### config.mk
export PLATFORM = sky130hd
export DESIGN_NAME = multicycle_ctrl
export DESIGN_NICKNAME = d
export VERILOG_FILES = /design/src/rtl/multicycle_ctrl.sv
export SDC_FILE = /design/constraint.sdc
export NUM_CORES = 1
export LEC_CHECK = 0
export BUFFER_PORTS_ARGS = -buffer_cell sky130_fd_sc_hd__clkbuf_2
export CELL_PAD_IN_SITES_DETAIL_PLACEMENT = 1
export CELL_PAD_IN_SITES_GLOBAL_PLACEMENT = 1
export CORE_MARGIN = 3
export CORE_UTILIZATION = 30
export CTS_CLUSTER_DIAMETER = 30
export CTS_CLUSTER_SIZE = 24
export DETAILED_ROUTE_END_ITERATION = 8
export GPL_TIMING_DRIVEN = 0
export PLACE_DENSITY_LB_ADDON = 0.2
export SLEW_MARGIN = 20
export SYNTH_ARGS = -nofsm -noshare
export SYNTH_HDL_FRONTEND = slang
export SYNTH_SLANG_ARGS = --single-unit
### constraint.sdc
create_clock -name clk -period 1.84 [get_ports clk]
set_clock_uncertainty 0.1 [all_clocks]
set_input_delay 0.368 -clock clk [delete_from_list [all_inputs] [get_ports clk]]
set_output_delay 0.368 -clock clk [all_outputs]
set_load 0.02 [all_outputs]
### src/rtl/multicycle_ctrl.sv
// multicycle_ctrl: Moore control FSM for the multicycle RV32I core.
// Sequences fetch/decode/execute/memory/writeback and drives datapath selects.
// Ports: clk, rstn (async active-low), opcode[6:0], mem_ready, branch_taken;
//   alu_a_src[2:0], alu_b_src[1:0], alu_op[1:0], result_src[1:0], pc_src,
//   addr_src, pc_we, ir_we, rf_we, mem_req, mem_we, illegal.
// Optional: `define MULTICYCLE_CTRL_ILLEGAL_TRAP_EN sends unknown opcodes to a
//   sticky TRAP state and raises illegal; otherwise they act as a NOP.
module multicycle_ctrl #(
  parameter int RESET_STATE_FETCH = 1
) (
  input  logic       clk,
  input  logic       rstn,
  input  logic [6:0] opcode,
  input  logic       mem_ready,
  input  logic       branch_taken,
  output logic [2:0] alu_a_src,
  output logic [1:0] alu_b_src,
  output logic [1:0] alu_op,
  output logic [1:0] result_src,
  output logic       pc_src,
  output logic       addr_src,
  output logic       pc_we,
  output logic       ir_we,
  output logic       rf_we,
  output logic       mem_req,
  output logic       mem_we,
  output logic       illegal
);

  if (RESET_STATE_FETCH != 1) begin : g_bad_reset_state
    $error("multicycle_ctrl: only RESET_STATE_FETCH=1 is supported");
  end

  localparam logic [3:0] S_FETCH     = 4'd0;
  localparam logic [3:0] S_DECODE    = 4'd1;
  localparam logic [3:0] S_EXEC_R    = 4'd2;
  localparam logic [3:0] S_EXEC_I    = 4'd3;
  localparam logic [3:0] S_LUI       = 4'd4;
  localparam logic [3:0] S_AUIPC     = 4'd5;
  localparam logic [3:0] S_ALU_WB    = 4'd6;
  localparam logic [3:0] S_MEM_ADDR  = 4'd7;
  localparam logic [3:0] S_MEM_LOAD  = 4'd8;
  localparam logic [3:0] S_MEM_WB    = 4'd9;
  localparam logic [3:0] S_MEM_STORE = 4'd10;
  localparam logic [3:0] S_BRANCH    = 4'd11;
  localparam logic [3:0] S_JAL       = 4'd12;
  localparam logic [3:0] S_JALR_ADDR = 4'd13;
  localparam logic [3:0] S_JALR_LINK = 4'd14;
`ifdef MULTICYCLE_CTRL_ILLEGAL_TRAP_EN
  localparam logic [3:0] S_TRAP      = 4'd15;
`endif

  logic [3:0] state_q, state_d;

  logic op_r, op_i, op_ld, op_st, op_br;
  logic op_jal, op_jalr, op_lui, op_auipc;

  assign op_r     = opcode == 7'b0110011;
  assign op_i     = opcode == 7'b0010011;
  assign op_ld    = opcode == 7'b0000011;
  assign op_st    = opcode == 7'b0100011;
  assign op_br    = opcode == 7'b1100011;
  assign op_jal   = opcode == 7'b1101111;
  assign op_jalr  = opcode == 7'b1100111;
  assign op_lui   = opcode == 7'b0110111;
  assign op_auipc = opcode == 7'b0010111;

  always_comb begin
    state_d = state_q;
    case (state_q)
      S_FETCH:     if (mem_ready) state_d = S_DECODE;
      S_DECODE: begin
        unique case (1'b1)
          op_r:                state_d = S_EXEC_R;
          op_i:                state_d = S_EXEC_I;
          op_ld, op_st:        state_d = S_MEM_ADDR;
          op_br:               state_d = S_BRANCH;
          op_jal:              state_d = S_JAL;
          op_jalr:             state_d = S_JALR_ADDR;
          op_lui:              state_d = S_LUI;
          op_auipc:            state_d = S_AUIPC;
`ifdef MULTICYCLE_CTRL_ILLEGAL_TRAP_EN
          default:             state_d = S_TRAP;
`else
          default:             state_d = S_FETCH;
`endif
        endcase
      end
      S_EXEC_R,
      S_EXEC_I,
      S_LUI,
      S_AUIPC:     state_d = S_ALU_WB;
      S_MEM_ADDR:  state_d = opcode[5] ? S_MEM_STORE : S_MEM_LOAD;
      S_MEM_LOAD:  if (mem_ready) state_d = S_MEM_WB;
      S_MEM_STORE: if (mem_ready) state_d = S_FETCH;
      S_JALR_ADDR: state_d = S_JALR_LINK;
`ifdef MULTICYCLE_CTRL_ILLEGAL_TRAP_EN
      S_TRAP:      state_d = S_TRAP;
`endif
      default:     state_d = S_FETCH;
    endcase
  end

  always_ff @(posedge clk or negedge rstn) begin
    if (!rstn) state_q <= S_FETCH;
    else       state_q <= state_d;
  end

  logic pc_we_c, ir_we_c, rf_we_c, mem_req_c, mem_we_c;

  always_comb begin
    alu_a_src  = 3'd0;
    alu_b_src  = 2'd2;
    alu_op     = 2'd0;
    result_src = 2'd0;
    pc_src     = 1'b0;
    addr_src   = 1'b0;
    pc_we_c    = 1'b0;
    ir_we_c    = 1'b0;
    rf_we_c    = 1'b0;
    mem_req_c  = 1'b0;
    mem_we_c   = 1'b0;
    case (state_q)
      S_FETCH: begin
        mem_req_c = 1'b1;
        pc_we_c   = mem_ready;
        ir_we_c   = mem_ready;
      end
      S_DECODE,
      S_AUIPC: begin
        alu_a_src = 3'd1;
        alu_b_src = 2'd1;
      end
      S_EXEC_R: begin
        alu_a_src = 3'd2;
        alu_b_src = 2'd0;
        alu_op    = 2'd2;
      end
      S_EXEC_I: begin
        alu_a_src = 3'd2;
        alu_b_src = 2'd1;
        alu_op    = 2'd2;
      end
      S_LUI: begin
        alu_a_src = 3'd4;
        alu_b_src = 2'd1;
      end
      S_ALU_WB: rf_we_c = 1'b1;
      S_MEM_ADDR,
      S_JALR_ADDR: begin
        alu_a_src = 3'd2;
        alu_b_src = 2'd1;
      end
      S_MEM_LOAD: begin
        mem_req_c = 1'b1;
        addr_src  = 1'b1;
      end
      S_MEM_WB: begin
        rf_we_c    = 1'b1;
        result_src = 2'd1;
      end
      S_MEM_STORE: begin
        mem_req_c = 1'b1;
        mem_we_c  = 1'b1;
        addr_src  = 1'b1;
      end
      S_BRANCH: begin
        alu_a_src = 3'd2;
        alu_b_src = 2'd0;
        alu_op    = 2'd1;
        pc_src    = 1'b1;
        pc_we_c   = branch_taken;
      end
      S_JAL,
      S_JALR_LINK: begin
        alu_a_src  = 3'd1;
        rf_we_c    = 1'b1;
        result_src = 2'd2;
        pc_we_c    = 1'b1;
        pc_src     = 1'b1;
      end
      default: ;
    endcase
  end

  // Strobes are masked by rstn so a reset mid-access drops them at once.
  assign pc_we   = pc_we_c   & rstn;
  assign ir_we   = ir_we_c   & rstn;
  assign rf_we   = rf_we_c   & rstn;
  assign mem_req = mem_req_c & rstn;
  assign mem_we  = mem_we_c  & rstn;

`ifdef MULTICYCLE_CTRL_ILLEGAL_TRAP_EN
  logic illegal_q, illegal_d;

  assign illegal_d = illegal_q | (state_d == S_TRAP);

  always_ff @(posedge clk or negedge rstn) begin
    if (!rstn) illegal_q <= 1'b0;
    else       illegal_q <= illegal_d;
  end

  assign illegal = illegal_q;
`else
  assign illegal = 1'b0;
`endif

endmodule

* Yosys cells after proc, flatten, opt, wreduce, memory -nomap -nowiden
Cells that the tools add are included.
Word-level totals: bits in registers 4, input bits 11, output and inout port bits 17, logic and storage cells 63
Cells by class: equality and inequality tests 26, muxes and demuxes 17, bitwise logic cells 5, reductions and logical operators 14
Operator list (count):
- case mux 4 bit (8 select lines) | 1
- == test 4 bit, second input constant | 7
- case mux 4 bit (7 select lines) | 1
- == test 7 x 6 -> 1 bit, second input constant | 3
- == test 7 bit, second input constant | 3
- == test 4 x 3 -> 1 bit, second input constant | 4
- == test 7 x 5 -> 1 bit, second input constant | 2
- two-way mux 4 bit | 3
- case mux 2 bit (2 select lines) | 3
- OR reduction 4 bit | 3
- OR reduction 2 bit | 5
- case mux 3 bit (3 select lines) | 1
- == test 4 x 2 -> 1 bit, second input constant | 2
- == test 7 x 2 -> 1 bit, second input constant | 1
- two-way mux 1 bit | 6
- != test 2 bit, second input constant | 3
- OR reduction 3 bit | 2
- OR reduction 6 bit | 1
- bitwise AND 1 bit | 5
- OR reduction 5 bit | 1
- == test 4 x 1 -> 1 bit, second input constant | 1
- zero test 4 bit | 1
- case mux 1 bit (3 select lines) | 1
- AND reduction 3 bit | 1
- two-way mux 2 bit | 1

* Depth between registers and ports, before layout
depth after elaboration 4, depth in mapped cells 5, gate-level depth less buffers 3

* Worst setup path after synthesis
Ideal clock, no wire load.
path kind register to output, start register state_q[0], end output port alu_a_src[2], arrival 1.605 ns, data required time 1.372 ns, slack -0.233 ns, stages on the path, launching flop included 4, path buffers 2, cell sequence dfrtp_1 > clkbuf_1 > buf_1 > nor4b_1
Between the ends: longest elaborated chain between the ends 3, elaborated cells between the ends (all ways) 13, classes of those cells 10 x eq/ne; 1 x mux; 2 x reduce/logical
RTL lines:
- start: declaration | RTL line 53 | logic [3:0] state_q, state_d;
- start signal: assignment | RTL line 106 | else state_q <= state_d;
- == test 4 bit (tied with other cells) | RTL line 123 | case (state_q)
- OR reduction 5 bit (no source line) / OR reduction 4 bit (equally long branches)
- case mux 3 bit (3 select lines) * | RTL line 123
- end: declaration | RTL line 16 | output logic [2:0] alu_a_src,
Mark *: on every way between the ends. The rest lies on a longest branch, timed or not.

* Worst setup path in the final report
start register state_q[3], end output port rf_we
Between the ends: longest elaborated chain between the ends 4, elaborated cells between the ends (all ways) 7, classes of those cells 4 x eq/ne; 1 x mux; 1 x bitwise; 1 x reduce/logical
RTL lines:
- == test 4 bit / == test 4 x 3 -> 1 bit (equally long branches) | RTL line 123
- OR reduction 4 bit (no source line) *
- two-way mux 1 bit * | RTL line 123
- bitwise AND 1 bit * | RTL line 189 | assign rf_we = rf_we_c & rstn;
- end: declaration | RTL line 24 | output logic rf_we,
Marked as above.

==> impl_metrics.env <==
export IMPL_first_global_vias=985
export IMPL_die_h_um=50.1
export IMPL_cts_path_max_buffers=2
export IMPL_yosysTopAreaCellShare_pct=17.2
export IMPL_synth_compound_area_share_pct=29.0
export IMPL_synthXorXnorAreaFrac_pct=3.00
export IMPL_outcome="finished with violations"
export IMPL_clk_root_buffer_cell="clkbuf_4"
export IMPL_gpl_final_weighted_congestion=0.780
export IMPL_worst_path_stages=7
export IMPL_routed_wirelength_um=3940
export IMPL_fillerInstances=213
export IMPL_slowest_stage="dfrtp_1"
export IMPL_firstDrtPassIters=4
export IMPL_post_drt_wl_per_cell_um=25.3
export IMPL_crit_arrival_ns=1.73
export IMPL_fin_setup_tns_ns=-2.88
export IMPL_syn2layout_area_growth_pct=108
export IMPL_synthAdderAreaFrac_pct=0
export IMPL_layout_top_registers="state_q x4"
export IMPL_clock_sinks=4
export IMPL_timing_final_setup_violations=17
export IMPL_worst_path_dominant_cell_family="buffers and inverters"
export IMPL_ios=28
export IMPL_timing_critical_path_required_ns=1.37
export IMPL_path_max_fanout=5
export IMPL_seq_area_frac_synth_pct=17.2
export IMPL_synth_cells=84
export IMPL_clock_fmax_mhz=456
export IMPL_core_area_mm2=0.00178
export IMPL_layout_drive_gt1_share_pct=60.3
export IMPL_failed_checks="negative setup slack"
export IMPL_period_utilization_post_route_pct=119
export IMPL_viasPerCell=6.07
export IMPL_drv_slew=0
export IMPL_crit_top_cell="clkbuf_8"
export IMPL_global_route_usage_over_all_layers_pct=29.0
export IMPL_netlist_area_um2=583
export IMPL_clk_pin_slew_ns=0.04
export IMPL_groute_layer_met1_usage_pct=32.8
export IMPL_report_power_total_mw=2.03
export IMPL_synth_area_top_cells="dfrtp_1 17%, nand2b_1 6.4%, nor2_1 6.4%, a21oi_1 5.2%, o21a_1 5.2%"
export IMPL_buffer_ports_inserted=26
export IMPL_detailroute_via_count=947
export IMPL_synthesis_nets=95
export IMPL_synth_largest_area_cell="dfrtp_1"
export IMPL_multiplexer_share_of_the_synthesized_area_pct=1.93
export IMPL_report_final_hold_viol_count=0
export IMPL_numCtsBuffers=3
export IMPL_antennaDiodeCount=0
export IMPL_final_nets=144
export IMPL_ctsHtreeMaxLevel=1
export IMPL_synth_cell_type_count=34
export IMPL_mean_instance_size_in_the_synthesized_netlist_um2=6.94
export IMPL_synth_simple_gate_area_share_pct=40.3
export IMPL_sum_of_buffers_and_inverters_on_the_critical_path=4
export IMPL_p_leak_nw=0.560
export IMPL_wire_length_of_the_first_global_routing_pass_um=5320
export IMPL_core_rowCount=15
export IMPL_largest_register_ff_count=4
export IMPL_grt_ovfl_total=0
export IMPL_worst_skew_pair_late_latency_ns=0.25
export IMPL_route_detailed_drc=0
export IMPL_critPathMaxStageDelay_ns=0.36
export IMPL_reg2regPathDepth=4
export IMPL_first_iter_violations=48
export IMPL_global_route_track_usage_on_met3_pct=6.65
export IMPL_die_w_um=50.1
export IMPL_post_route_worst_setup_slack_ns=-0.354
export IMPL_class_of_the_tightest_hold_or_removal_check="in2reg"
export IMPL_start_util_pct=32.7
export IMPL_grt_util_met2_pct=48.5
export IMPL_antenna_found_initial=0
export IMPL_synth_warnings=0
export IMPL_post_place_ws_ns=-0.297
export IMPL_max_cap_violations=0
export IMPL_dominant_combinational_cell_family_by_area_after_synthesis="simple AND/OR/NAND/NOR gates"
export IMPL_irDropWorstVdd_v=0.00108
export IMPL_critical_path_startpoint_category="register"
export IMPL_detailed_place_hpwl_um=1570
export IMPL_power_per_cell_area_mw_per_mm2=1670
export IMPL_worst_hold_path_num_cells=3
export IMPL_max_flop_register="state_q"
export IMPL_rrSetupSlack_ns=-0.19
export IMPL_period_needed_ns=2.19
export IMPL_global_route_peak_usage_layer="met2"
export IMPL_timing_setup_critical_path_class="reg2out"
export IMPL_area_enclosed_by_the_die_boundary_mm2=0.00251
export IMPL_timing_critical_path_to_type="output port"
export IMPL_timing_critical_path_cells="clkbuf_8 -> buf_4 -> clkbuf_16 -> nor2_4 -> nor2_1 -> o21a_1 -> clkbuf_8"
export IMPL_antenna_violating_nets_remaining=0
export IMPL_tritoncts="done"
export IMPL_postSynthRegisterBits=4
export IMPL_grt_max_degree=11
export IMPL_rsz0062_at_grt="yes"
[routing by layer]
layer | up-vias | part of all wire [%]
li1 | 403 | -
met4 | 0 | 5.6
met5 | - | 0
met1 | 464 | 38
met2 | 61 | 50
met3 | 19 | 6.4
[cell usage after synthesis]
cell	number
nand2_1	4
nor3_1	2
buf_2	1
or4b_1	2
nor4b_1	1
nor2b_1	4
o21a_1	4
conb_1	1
nand2b_1	6
a2111oi_0	1
nor3b_1	1
clkbuf_1	4
or3_1	2
o32ai_1	1
o22ai_1	3
o21ai_1	1
o21ai_0	1
inv_1	3
o31ai_1	1
xor2_1	2
nand3_1	4
buf_4	1
dfrtp_1	4
buf_1	1
a21oi_1	6
inv_2	1
a211o_1	2
or4_4	1
nand4b_1	2
a221oi_2	1
mux2_2	1
nor4_1	2
nor2_1	10
a21o_1	3
[worst register-to-register path: stages, from the launching register on]
cell and delay (ns):
dfrtp_2 0.45, buf_4 0.17, or3_1 0.45, or4_4 0.55, a221oi_2 0.21
[power by group]
part           switching [mW]  total (mW)  internal [mW]  leakage, nW
Combinational           0.889        1.72          0.832        0.499
Clock                  0.0438       0.117         0.0734       0.0138
Sequential             0.0568       0.188          0.131       0.0474
Total                   0.989        2.03           1.04        0.560
[final timing paths]
path | startpoint | to
setup reg to reg | state_q[2]$_DFFE_PN0P_ | state_q[0]$_DFFE_PN0P_
hold / removal | opcode[3] | state_q[2]$_DFFE_PN0P_
setup / recovery | state_q[3]$_DFFE_PN0P_ | rf_we
max in group asynchronous | rstn | state_q[1]$_DFFE_PN0P_
hold reg to reg | state_q[0]$_DFFE_PN0P_ | state_q[0]$_DFFE_PN0P_
min in group asynchronous | rstn | state_q[3]$_DFFE_PN0P_
[timing repair]
action / in CTS / in global routing
resized for setup: 65 / 20
setup buffers: 10 / 7
pin swaps: 7 / 6
cloned: 1 / 0
hold buffers: 1 / 0
endpoints found under the hold margin: 4 / 0
setup endpoints to repair: 16 / 18
[layout make-up]
class	count	area (um2)	area share, %
Sequential cell	4	104	8.58
Clock buffer	3	22.5	1.86
Buffer	7	103	8.48
Multi-Input combinational cell	69	557	46.0
Timing Repair Buffer	44	373	30.8
Inverter	4	20.0	1.65
Tap cell	25	31.3	2.59
[logic make-up (layout without fill, tap and decap cells)]
logic type                after synthesis  in the layout
DFF                                     4              4
xor gates and xnor gates                2              2
AOI/OAI and AO/OA                      24             24
muxes                                   1              1
other                                   1              1
buffers and inverters                  11             58
and+or+nand+nor                        41             41
[cell usage in the layout, fill, tap and decap left out, types with 2 or more instances in the layout]
cell	instances
nor2_1	6
nand2_1	2
nor2b_1	3
o22ai_1	3
clkbuf_2	10
nor2_4	4
inv_1	2
nand4b_1	2
buf_6	5
nand3_1	4
a21o_1	3
dfrtp_2	3
o21ai_1	2
a211o_1	2
o21a_1	4
or3_1	2
clkbuf_8	9
nand2b_4	2
buf_4	19
a21oi_1	3
a21oi_2	3
clkbuf_4	6
xor2_1	2
nand2b_1	4
buf_12	2
[stage by stage]
stage	hold WS (ns)	utilization, %	area [um2]	cells
floorplan	-0.0276	-	592	84
global placement	0.126	42.2	753	135
detailed placement	0.129	42.2	753	135
CTS	0.409	62.3	1110	150
global route	0.425	67.9	1210	156
finish	0.428	67.9	1210	156
No activity file was read; power rests on OpenSTA's default activity.
